`config.mk`:
```
export PLATFORM = sky130hd
export DESIGN_NAME = cpu_decode_stage
export DESIGN_NICKNAME = d
export VERILOG_FILES = /design/src/rtl/cpu_decode_pkg.sv /design/src/rtl/cpu_decode_queue.sv /design/src/rtl/cpu_decode_stage.sv
export SDC_FILE = /design/constraint.sdc
export NUM_CORES = 1
export LEC_CHECK = 0
export CAP_MARGIN = 0
export CELL_PAD_IN_SITES_DETAIL_PLACEMENT = 0
export CELL_PAD_IN_SITES_GLOBAL_PLACEMENT = 1
export CORE_ASPECT_RATIO = 1.4
export CORE_MARGIN = 4
export CORE_UTILIZATION = 38
export DETAILED_ROUTE_END_ITERATION = 10
export PLACE_DENSITY = 0.8
export SYNTH_ARGS = -nofsm -noshare
export SYNTH_HDL_FRONTEND = slang
export SYNTH_SLANG_ARGS = --single-unit
```
`constraint.sdc`:
```
create_clock -name clock -period 4.3 [get_ports clock]
set_input_delay 0.43 -clock clock [delete_from_list [all_inputs] [get_ports clock]]
set_output_delay 0.43 -clock clock [all_outputs]
set_load 0.01 [all_outputs]
```
`src/rtl/cpu_decode_pkg.sv`:
```
// Shared definitions for the MIPS decode stage.
// Holds the opcode and REGIMM selector values, the instruction-format and FSM
// state enums, and the pure decode functions used by cpu_decode_stage:
//   decode_type()     - opcode -> R/I/J format (OP_NONE for unknown opcodes)
//   decode_dest()     - instruction -> destination register (0 = no write)
//   decode_operand2() - instruction/PC/rt data -> second operand
// The decode functions work on 32-bit MIPS words and 5-bit register indices.
package cpu_decode_pkg;

  localparam logic [5:0] OPC_SPECIAL = 6'b000000;
  localparam logic [5:0] OPC_REGIMM  = 6'b000001;
  localparam logic [5:0] OPC_J       = 6'b000010;
  localparam logic [5:0] OPC_JAL     = 6'b000011;
  localparam logic [5:0] OPC_BEQ     = 6'b000100;
  localparam logic [5:0] OPC_BNE     = 6'b000101;
  localparam logic [5:0] OPC_BLEZ    = 6'b000110;
  localparam logic [5:0] OPC_BGTZ    = 6'b000111;
  localparam logic [5:0] OPC_ADDI    = 6'b001000;
  localparam logic [5:0] OPC_ADDIU   = 6'b001001;
  localparam logic [5:0] OPC_SLTI    = 6'b001010;
  localparam logic [5:0] OPC_SLTIU   = 6'b001011;
  localparam logic [5:0] OPC_ANDI    = 6'b001100;
  localparam logic [5:0] OPC_ORI     = 6'b001101;
  localparam logic [5:0] OPC_XORI    = 6'b001110;
  localparam logic [5:0] OPC_LUI     = 6'b001111;
  localparam logic [5:0] OPC_LB      = 6'b100000;
  localparam logic [5:0] OPC_LH      = 6'b100001;
  localparam logic [5:0] OPC_LWL     = 6'b100010;
  localparam logic [5:0] OPC_LW      = 6'b100011;
  localparam logic [5:0] OPC_LBU     = 6'b100100;
  localparam logic [5:0] OPC_LHU     = 6'b100101;
  localparam logic [5:0] OPC_LWR     = 6'b100110;
  localparam logic [5:0] OPC_SB      = 6'b101000;
  localparam logic [5:0] OPC_SH      = 6'b101001;
  localparam logic [5:0] OPC_SWL     = 6'b101010;
  localparam logic [5:0] OPC_SW      = 6'b101011;
  localparam logic [5:0] OPC_SWR     = 6'b101110;

  // REGIMM rt selectors that write the link register
  localparam logic [4:0] RT_BLTZAL = 5'b10000;
  localparam logic [4:0] RT_BGEZAL = 5'b10001;

  typedef enum logic [1:0] {OP_R, OP_I, OP_J, OP_NONE} op_type_e;

  typedef enum logic [1:0] {ST_IDLE, ST_READ, ST_HOLD} state_e;

  function automatic op_type_e decode_type(input logic [5:0] opc);
    op_type_e t;
    case (opc)
      OPC_SPECIAL:                                   t = OP_R;
      OPC_J, OPC_JAL:                                t = OP_J;
      OPC_REGIMM, OPC_BEQ, OPC_BNE, OPC_BLEZ, OPC_BGTZ,
      OPC_ADDI, OPC_ADDIU, OPC_SLTI, OPC_SLTIU,
      OPC_ANDI, OPC_ORI, OPC_XORI, OPC_LUI,
      OPC_LB, OPC_LH, OPC_LWL, OPC_LW, OPC_LBU, OPC_LHU, OPC_LWR,
      OPC_SB, OPC_SH, OPC_SWL, OPC_SW, OPC_SWR:      t = OP_I;
      default:                                       t = OP_NONE;
    endcase
    return t;
  endfunction

  function automatic logic [4:0] decode_dest(input logic [31:0] instr,
                                             input logic [4:0]  link_reg);
    logic [4:0] dest;
    dest = '0;
    case (instr[31:26])
      OPC_SPECIAL: dest = instr[15:11];
      OPC_JAL:     dest = link_reg;
      OPC_REGIMM:  dest = (instr[20:16] == RT_BLTZAL || instr[20:16] == RT_BGEZAL) ? link_reg : '0;
      OPC_ADDI, OPC_ADDIU, OPC_SLTI, OPC_SLTIU,
      OPC_ANDI, OPC_ORI, OPC_XORI, OPC_LUI,
      OPC_LB, OPC_LH, OPC_LWL, OPC_LW, OPC_LBU, OPC_LHU, OPC_LWR:
                   dest = instr[20:16];
      default:     dest = '0;
    endcase
    return dest;
  endfunction

  function automatic logic [31:0] decode_operand2(input logic [31:0] instr,
                                                  input logic [31:0] addr,
                                                  input logic [31:0] rt_data);
    logic signed [15:0] imm_s;
    logic signed [31:0] imm_sext;
    logic [31:0]        pc_next;
    logic [31:0]        op2;
    imm_s    = instr[15:0];
    imm_sext = 32'(imm_s);
    pc_next  = addr + 32'd4;
    case (instr[31:26])
      OPC_SPECIAL, OPC_BEQ, OPC_BNE: op2 = rt_data;
      OPC_ANDI, OPC_ORI, OPC_XORI:   op2 = {16'h0000, instr[15:0]};
      OPC_LUI:                       op2 = {instr[15:0], 16'h0000};
      OPC_J, OPC_JAL:                op2 = {pc_next[31:28], instr[25:0], 2'b00};
      default:                       op2 = (decode_type(instr[31:26]) == OP_I) ? imm_sext : '0;
    endcase
    return op2;
  endfunction

endpackage

```
`src/rtl/cpu_decode_queue.sv`:
```
// Synchronous FIFO feeding the decode stage.
// Ports: clock/reset (sync, active-high); push/push_data write an entry when
// not full; pop removes the head when not empty; head_data shows the oldest
// entry combinationally; empty is decoded from the count; full is registered
// and reflects the post-edge count reaching DEPTH.
module cpu_decode_queue #(
  parameter int WIDTH = 64,
  parameter int DEPTH = 2
) (
  input  logic             clock,
  input  logic             reset,
  input  logic             push,
  input  logic [WIDTH-1:0] push_data,
  input  logic             pop,
  output logic [WIDTH-1:0] head_data,
  output logic             empty,
  output logic             full
);
  import cpu_decode_pkg::*;

  localparam int PTR_W = (DEPTH > 1) ? $clog2(DEPTH) : 1;
  localparam int CNT_W = $clog2(DEPTH + 1);
  localparam logic [PTR_W-1:0] PTR_LAST = PTR_W'(DEPTH - 1);
  localparam logic [CNT_W-1:0] CNT_FULL = CNT_W'(DEPTH);

  logic [WIDTH-1:0] mem [DEPTH];
  logic [PTR_W-1:0] wr_ptr;
  logic [PTR_W-1:0] rd_ptr;
  logic [CNT_W-1:0] count;
  logic [CNT_W-1:0] count_next;
  logic             do_push;
  logic             do_pop;

  function automatic logic [PTR_W-1:0] ptr_inc(input logic [PTR_W-1:0] p);
    return (p == PTR_LAST) ? '0 : p + PTR_W'(1);
  endfunction

  assign do_push   = push && !full;
  assign do_pop    = pop && !empty;
  assign empty     = (count == '0);
  assign head_data = mem[rd_ptr];

  always_comb begin
    count_next = count;
    if (do_push && !do_pop) begin
      count_next = count + CNT_W'(1);
    end else if (do_pop && !do_push) begin
      count_next = count - CNT_W'(1);
    end
  end

  always_ff @(posedge clock) begin
    if (reset) begin
      wr_ptr <= '0;
      rd_ptr <= '0;
      count  <= '0;
      full   <= 1'b0;
    end else begin
      if (do_push) wr_ptr <= ptr_inc(wr_ptr);
      if (do_pop)  rd_ptr <= ptr_inc(rd_ptr);
      count <= count_next;
      full  <= (count_next == CNT_FULL);
    end
  end

  // Storage carries data only; pointers/count decide what is live.
  always_ff @(posedge clock) begin
    if (do_push) mem[wr_ptr] <= push_data;
  end

endmodule

```
`src/rtl/cpu_decode_stage.sv`:
```
// MIPS decode stage between the fetch and execute FIFOs.
// Ports:
//   clock, reset          - single rising-edge clock, sync active-high reset
//   reg_s, reg_t          - register-file read addresses (rs, rt of queue head)
//   reg_id_d              - destination the scoreboard claims (0 = none)
//   reg_s_data/reg_t_data - same-cycle register-file read data
//   reg_stall             - read operands have a pending write
//   input_*               - instruction offer from fetch (valid / registered full)
//   output_*              - decoded entry to execute (valid / full handshake)
// Unknown opcodes are issued as a NOP (instruction word 0, no destination).
module cpu_decode_stage
  import cpu_decode_pkg::*;
#(
  parameter int DATA_W   = 32,
  parameter int REG_AW   = 5,
  parameter int IN_DEPTH = 2,
  parameter int LINK_REG = 31
) (
  input  logic              clock,
  input  logic              reset,
  output logic [REG_AW-1:0] reg_s,
  output logic [REG_AW-1:0] reg_t,
  output logic [REG_AW-1:0] reg_id_d,
  input  logic [DATA_W-1:0] reg_s_data,
  input  logic [DATA_W-1:0] reg_t_data,
  input  logic              reg_stall,
  input  logic [DATA_W-1:0] input_address,
  input  logic [DATA_W-1:0] input_instruction,
  input  logic              input_valid,
  output logic              input_full,
  output logic [DATA_W-1:0] output_operand1,
  output logic [DATA_W-1:0] output_operand2,
  output logic [REG_AW-1:0] output_writereg,
  output logic [DATA_W-1:0] output_instruction,
  output logic [DATA_W-1:0] output_address,
  output logic              output_valid,
  input  logic              output_full
);

  state_e              state;
  state_e              state_next;
  logic                q_push;
  logic                q_pop;
  logic                q_empty;
  logic [2*DATA_W-1:0] q_head;
  logic [DATA_W-1:0]   head_addr;
  logic [DATA_W-1:0]   head_instr;
  logic [REG_AW-1:0]   head_dest;
  logic [DATA_W-1:0]   head_op2;
  logic                head_known;
  logic                accept;
  logic                load_addr;
  logic                load_out;
  logic                clear_valid;

  // Input queue: entries are {address, instruction}
  assign q_push = input_valid && !input_full;

  cpu_decode_queue #(
    .WIDTH(2 * DATA_W),
    .DEPTH(IN_DEPTH)
  ) u_queue (
    .clock    (clock),
    .reset    (reset),
    .push     (q_push),
    .push_data({input_address, input_instruction}),
    .pop      (q_pop),
    .head_data(q_head),
    .empty    (q_empty),
    .full     (input_full)
  );

  assign {head_addr, head_instr} = q_head;

  // Decode of the queue head; operands come from the regfile in the same cycle
  assign head_dest  = decode_dest(head_instr, REG_AW'(LINK_REG));
  assign head_op2   = decode_operand2(head_instr, head_addr, reg_t_data);
  assign head_known = (decode_type(head_instr[31:26]) != OP_NONE);
  assign accept     = output_valid && !output_full;

  always_ff @(posedge clock) begin
    if (reset) state <= ST_IDLE;
    else       state <= state_next;
  end

  always_comb begin
    state_next  = state;
    load_addr   = 1'b0;
    load_out    = 1'b0;
    clear_valid = 1'b0;
    case (state)
      ST_IDLE: begin
        if (!q_empty) begin
          state_next = ST_READ;
          load_addr  = 1'b1;
        end
      end
      ST_READ: begin
        // Stalled reads keep the addresses up and simply retry next cycle.
        if (!reg_stall) begin
          state_next = ST_HOLD;
          load_out   = 1'b1;
        end
      end
      ST_HOLD: begin
        if (accept) begin
          clear_valid = 1'b1;
          if (!q_empty) begin
            state_next = ST_READ;
            load_addr  = 1'b1;
          end else begin
            state_next = ST_IDLE;
          end
        end
      end
      default: state_next = ST_IDLE;
    endcase
  end

  assign q_pop = load_out;

  // Read-address stage -> output register stage
  always_ff @(posedge clock) begin
    if (reset) begin
      reg_s              <= '0;
      reg_t              <= '0;
      reg_id_d           <= '0;
      output_operand1    <= '0;
      output_operand2    <= '0;
      output_writereg    <= '0;
      output_instruction <= '0;
      output_address     <= '0;
      output_valid       <= 1'b0;
    end else begin
      if (load_addr) begin
        reg_s    <= head_instr[25:21];
        reg_t    <= head_instr[20:16];
        reg_id_d <= head_dest;
      end
      if (load_out) begin
        output_operand1    <= reg_s_data;
        output_operand2    <= head_op2;
        output_writereg    <= head_dest;
        output_instruction <= head_known ? head_instr : '0;
        output_address     <= head_addr;
        output_valid       <= 1'b1;
      end else if (clear_valid) begin
        output_valid <= 1'b0;
      end
    end
  end

endmodule
```
==> impl_metrics.toml <==
[finish]
syn_to_final_growth_pct = 36.8
drive_gt1_share_pct = 7.63
seqCellArea_mm2 = 0.00699
nets = 1371
fillCellCount = 2510
multi_input_area_mm2 = 0.00381

[worst_setup_path]
critPathCaptureType = "register"
worstPathArrival_ns = 3.31
start_kind = "register"
critical-path-max-stage-delay_ns = 0.84
path_max_fanout = 61
critPathKind = "reg2reg"
cp_common_cell = "buf_4"
path_cells = "mux2i_1, buf_4, mux2_2, o22ai_1, a211o_1, buf_4, o21ai_0"
required_ns = 4.68
cp_slowest_cell = "dfxtp_4"

[synth]
netlist_instances = 979
synth-seq-cells = 285
synth_ff_type = "dfxtp_1"
synth_edf_count = 128
synth-seq-area-share_pct = 62.9
synth_top_cell_by_area = "edfxtp_1"
synth_area_leaders = "edfxtp_1, dfxtp_1, mux2i_1"
yosysMostFrequentCell = "dfxtp_1"
syn_area_mm2 = 0.0111
yosys_warnings = 0
synth_nets = 1113
synth_common_cells = "dfxtp_1, edfxtp_1, nor2_1"
synth_top_area_share_pct = 34.6
yosysUniqueCellTypes = 68
syn_area_per_cell_um2 = 11.4
async_reset_ff_share_pct = 0

[placement]
io_buffer_count = 282
gp_congestion = 0.832
post-place-ws_ns = 1.42
dp_hpwl_um = 22600

[sta]
setup_ws_ns = 1.38
tightest_slew_ns = 1.02
fin_crit_ns = 2.92
fin_crit_sh_pct = 68.0
skew_ns = 0.0156
rsz0062_at_grt = "no"
fin_setup_tns_ns = 0
final-max-slew-violation-count = 0
setup_viol = 0
clock.fmax_mhz = 342
slew_headroom_pct = 31.7
finalHoldViolations = 0

[global_route]
gr-total-overflow = 0
track_usage_pct = 19.1
antenna_found_initial = 3
grt_start_max_net_pins = 140
grt_pass1_vias = 8319
grt_pass1_wl_um = 48900

[die]
die_y_um = 210
die_x_um = 153
initial_utilization_pct = 38.9
row_count = 73
core_mm2 = 0.0286
die-area_mm2 = 0.0321
pin_count = 283

[clock_network]
ctsLongestPathBuffers = 3
clkSinkCount = 285
clk_pin_slew_worst_paths_ns = 0.07
insertion_delay_ns = 0.54
cts_buffers = 28
cts_tree = "done"
cts_hold_buf = 0
cts_root_buf = "clkbuf_16"
cts_setup_buffers = 0
htreeDepth = 1
ctsResizeCount = 0

[pwr]
leakagePower_uw = 0.00496
powerDensity_mw_per_mm2 = 564
irDropWorstVdd_v = 0.000435

[drt]
wire_per_inst_um = 19.6
via_per_inst = 5.18
drc = 0
antenna_left = 0
postRouteWirelength_um = 32100
vias = 8482
first_pass_iters = 4
dr.first_iter.drc_count = 435

[hold_path]
min_path_type = "in2reg"

[outcome]
outcome = "completed"

[run]
maxCapViolations = 0
==> sequential cells by signal (all words and copies together) (netlist names), named ones only <==
signal and cells:
u_queue.wr_ptr 1, output_operand2 32, output_address 32, output_instruction 32, reg_id_d 5, output_writereg 5
reg_t 5, u_queue.rd_ptr 1, state 2, output_operand1 32, u_queue.count 2, output_valid 1
u_queue.full 1, reg_s 5, u_queue.mem 128
==> final cells by class <==
cell class,count,area share [%]
flip-flops and latches,285,46.0
multi-input cells,619,25.0
repair buffers,295,19.5
clock buffers,32,4.91
well taps,375,3.09
clock inverters,20,1.23
inverters,8,0.198
diodes,2,0.0329
==> cells by family after synthesis <==
kind of cell | after synthesis | synth area share [%]
AO/OA/AOI/OAI | 222 | 14.0
flip-flops | 285 | 62.9
adder cells (fa/ha/maj) | 1 | 0.113
AND/OR/NAND/NOR | 316 | 12.5
multiplexers | 76 | 7.04
buffers and inverters | 75 | 3.13
XOR/XNOR | 4 | 0.315
==> where the power goes <==
group	internal [uW]	leakage [uW]	switching [uW]	total (uW)
Clock	1430	0.000448	1030	2460
Combinational	1090	0.00204	1320	2400
Sequential	3400	0.00248	311	3710
==> worst paths after layout <==
check	startpoint	end	slack, ns	cells past startpoint
worst min-delay path	reg_s_data[20]	output_operand1[20]	0.44	3
worst max-delay path	register	output_instruction[25]	1.38	7
worst max register to register	register	output_instruction[25]	1.38	7
worst min register to register	output_operand1[20]	output_operand1[20]	0.45	2
==> critical path: cells and delay by family, from the launching register on <==
family	cells	cell delay (ns)
AOI/OAI and AO/OA	3	0.72
buffers and inverters	2	0.56
DFF	1	0.84
muxes	2	0.61
==> cells in the final DEF, fill, tap and decap left out, types with 5 or more instances in the layout <==
cell / netlist / final
a211oi_1: 76 / 76
a21oi_1: 37 / 37
a221oi_1: 27 / 27
a311oi_1: 7 / 7
buf_4: 6 / 10
clkbuf_16: 0 / 29
clkdlybuf4s50_1: 0 / 281
clkinv_2: 0 / 7
clkinvlp_4: 0 / 5
dfxtp_1: 157 / 156
edfxtp_1: 128 / 128
inv_1: 8 / 8
mux2_2: 17 / 17
mux2i_1: 59 / 59
nand2_1: 119 / 119
nand2b_1: 7 / 7
nand3_1: 5 / 5
nand4_1: 7 / 7
nor2_1: 128 / 125
nor3_1: 12 / 12
nor4b_1: 6 / 6
o21ai_0: 39 / 39
==> layer usage <==
metal / global-route usage [%] / vias to the layer above / part of all wire [%]
met3: 3.88 / 39 / 6.0
met5: 0 / - / 0.025
met4: 4.55 / 2 / 1.7
met2: 34.9 / 273 / 52
li1: - / 4130 / -
met1: 23.3 / 4038 / 40
==> through the flow <==
stage / cells / utilization, % / cell area [um2] / hold WS (ns) / total power (uW)
floorplan: 979 / - / 11100 / 0.481 / 5040
global placement: 1582 / 49.9 / 14300 / 0.435 / 6150
detailed placement: 1582 / 49.9 / 14300 / 0.443 / 6180
CTS: 1634 / 53.2 / 15200 / 0.405 / 8670
global route: 1636 / 53.2 / 15200 / 0.421 / 9030
finish: 1636 / 53.2 / 15200 / 0.438 / 8570
Power figures use the tool's default switching activity.
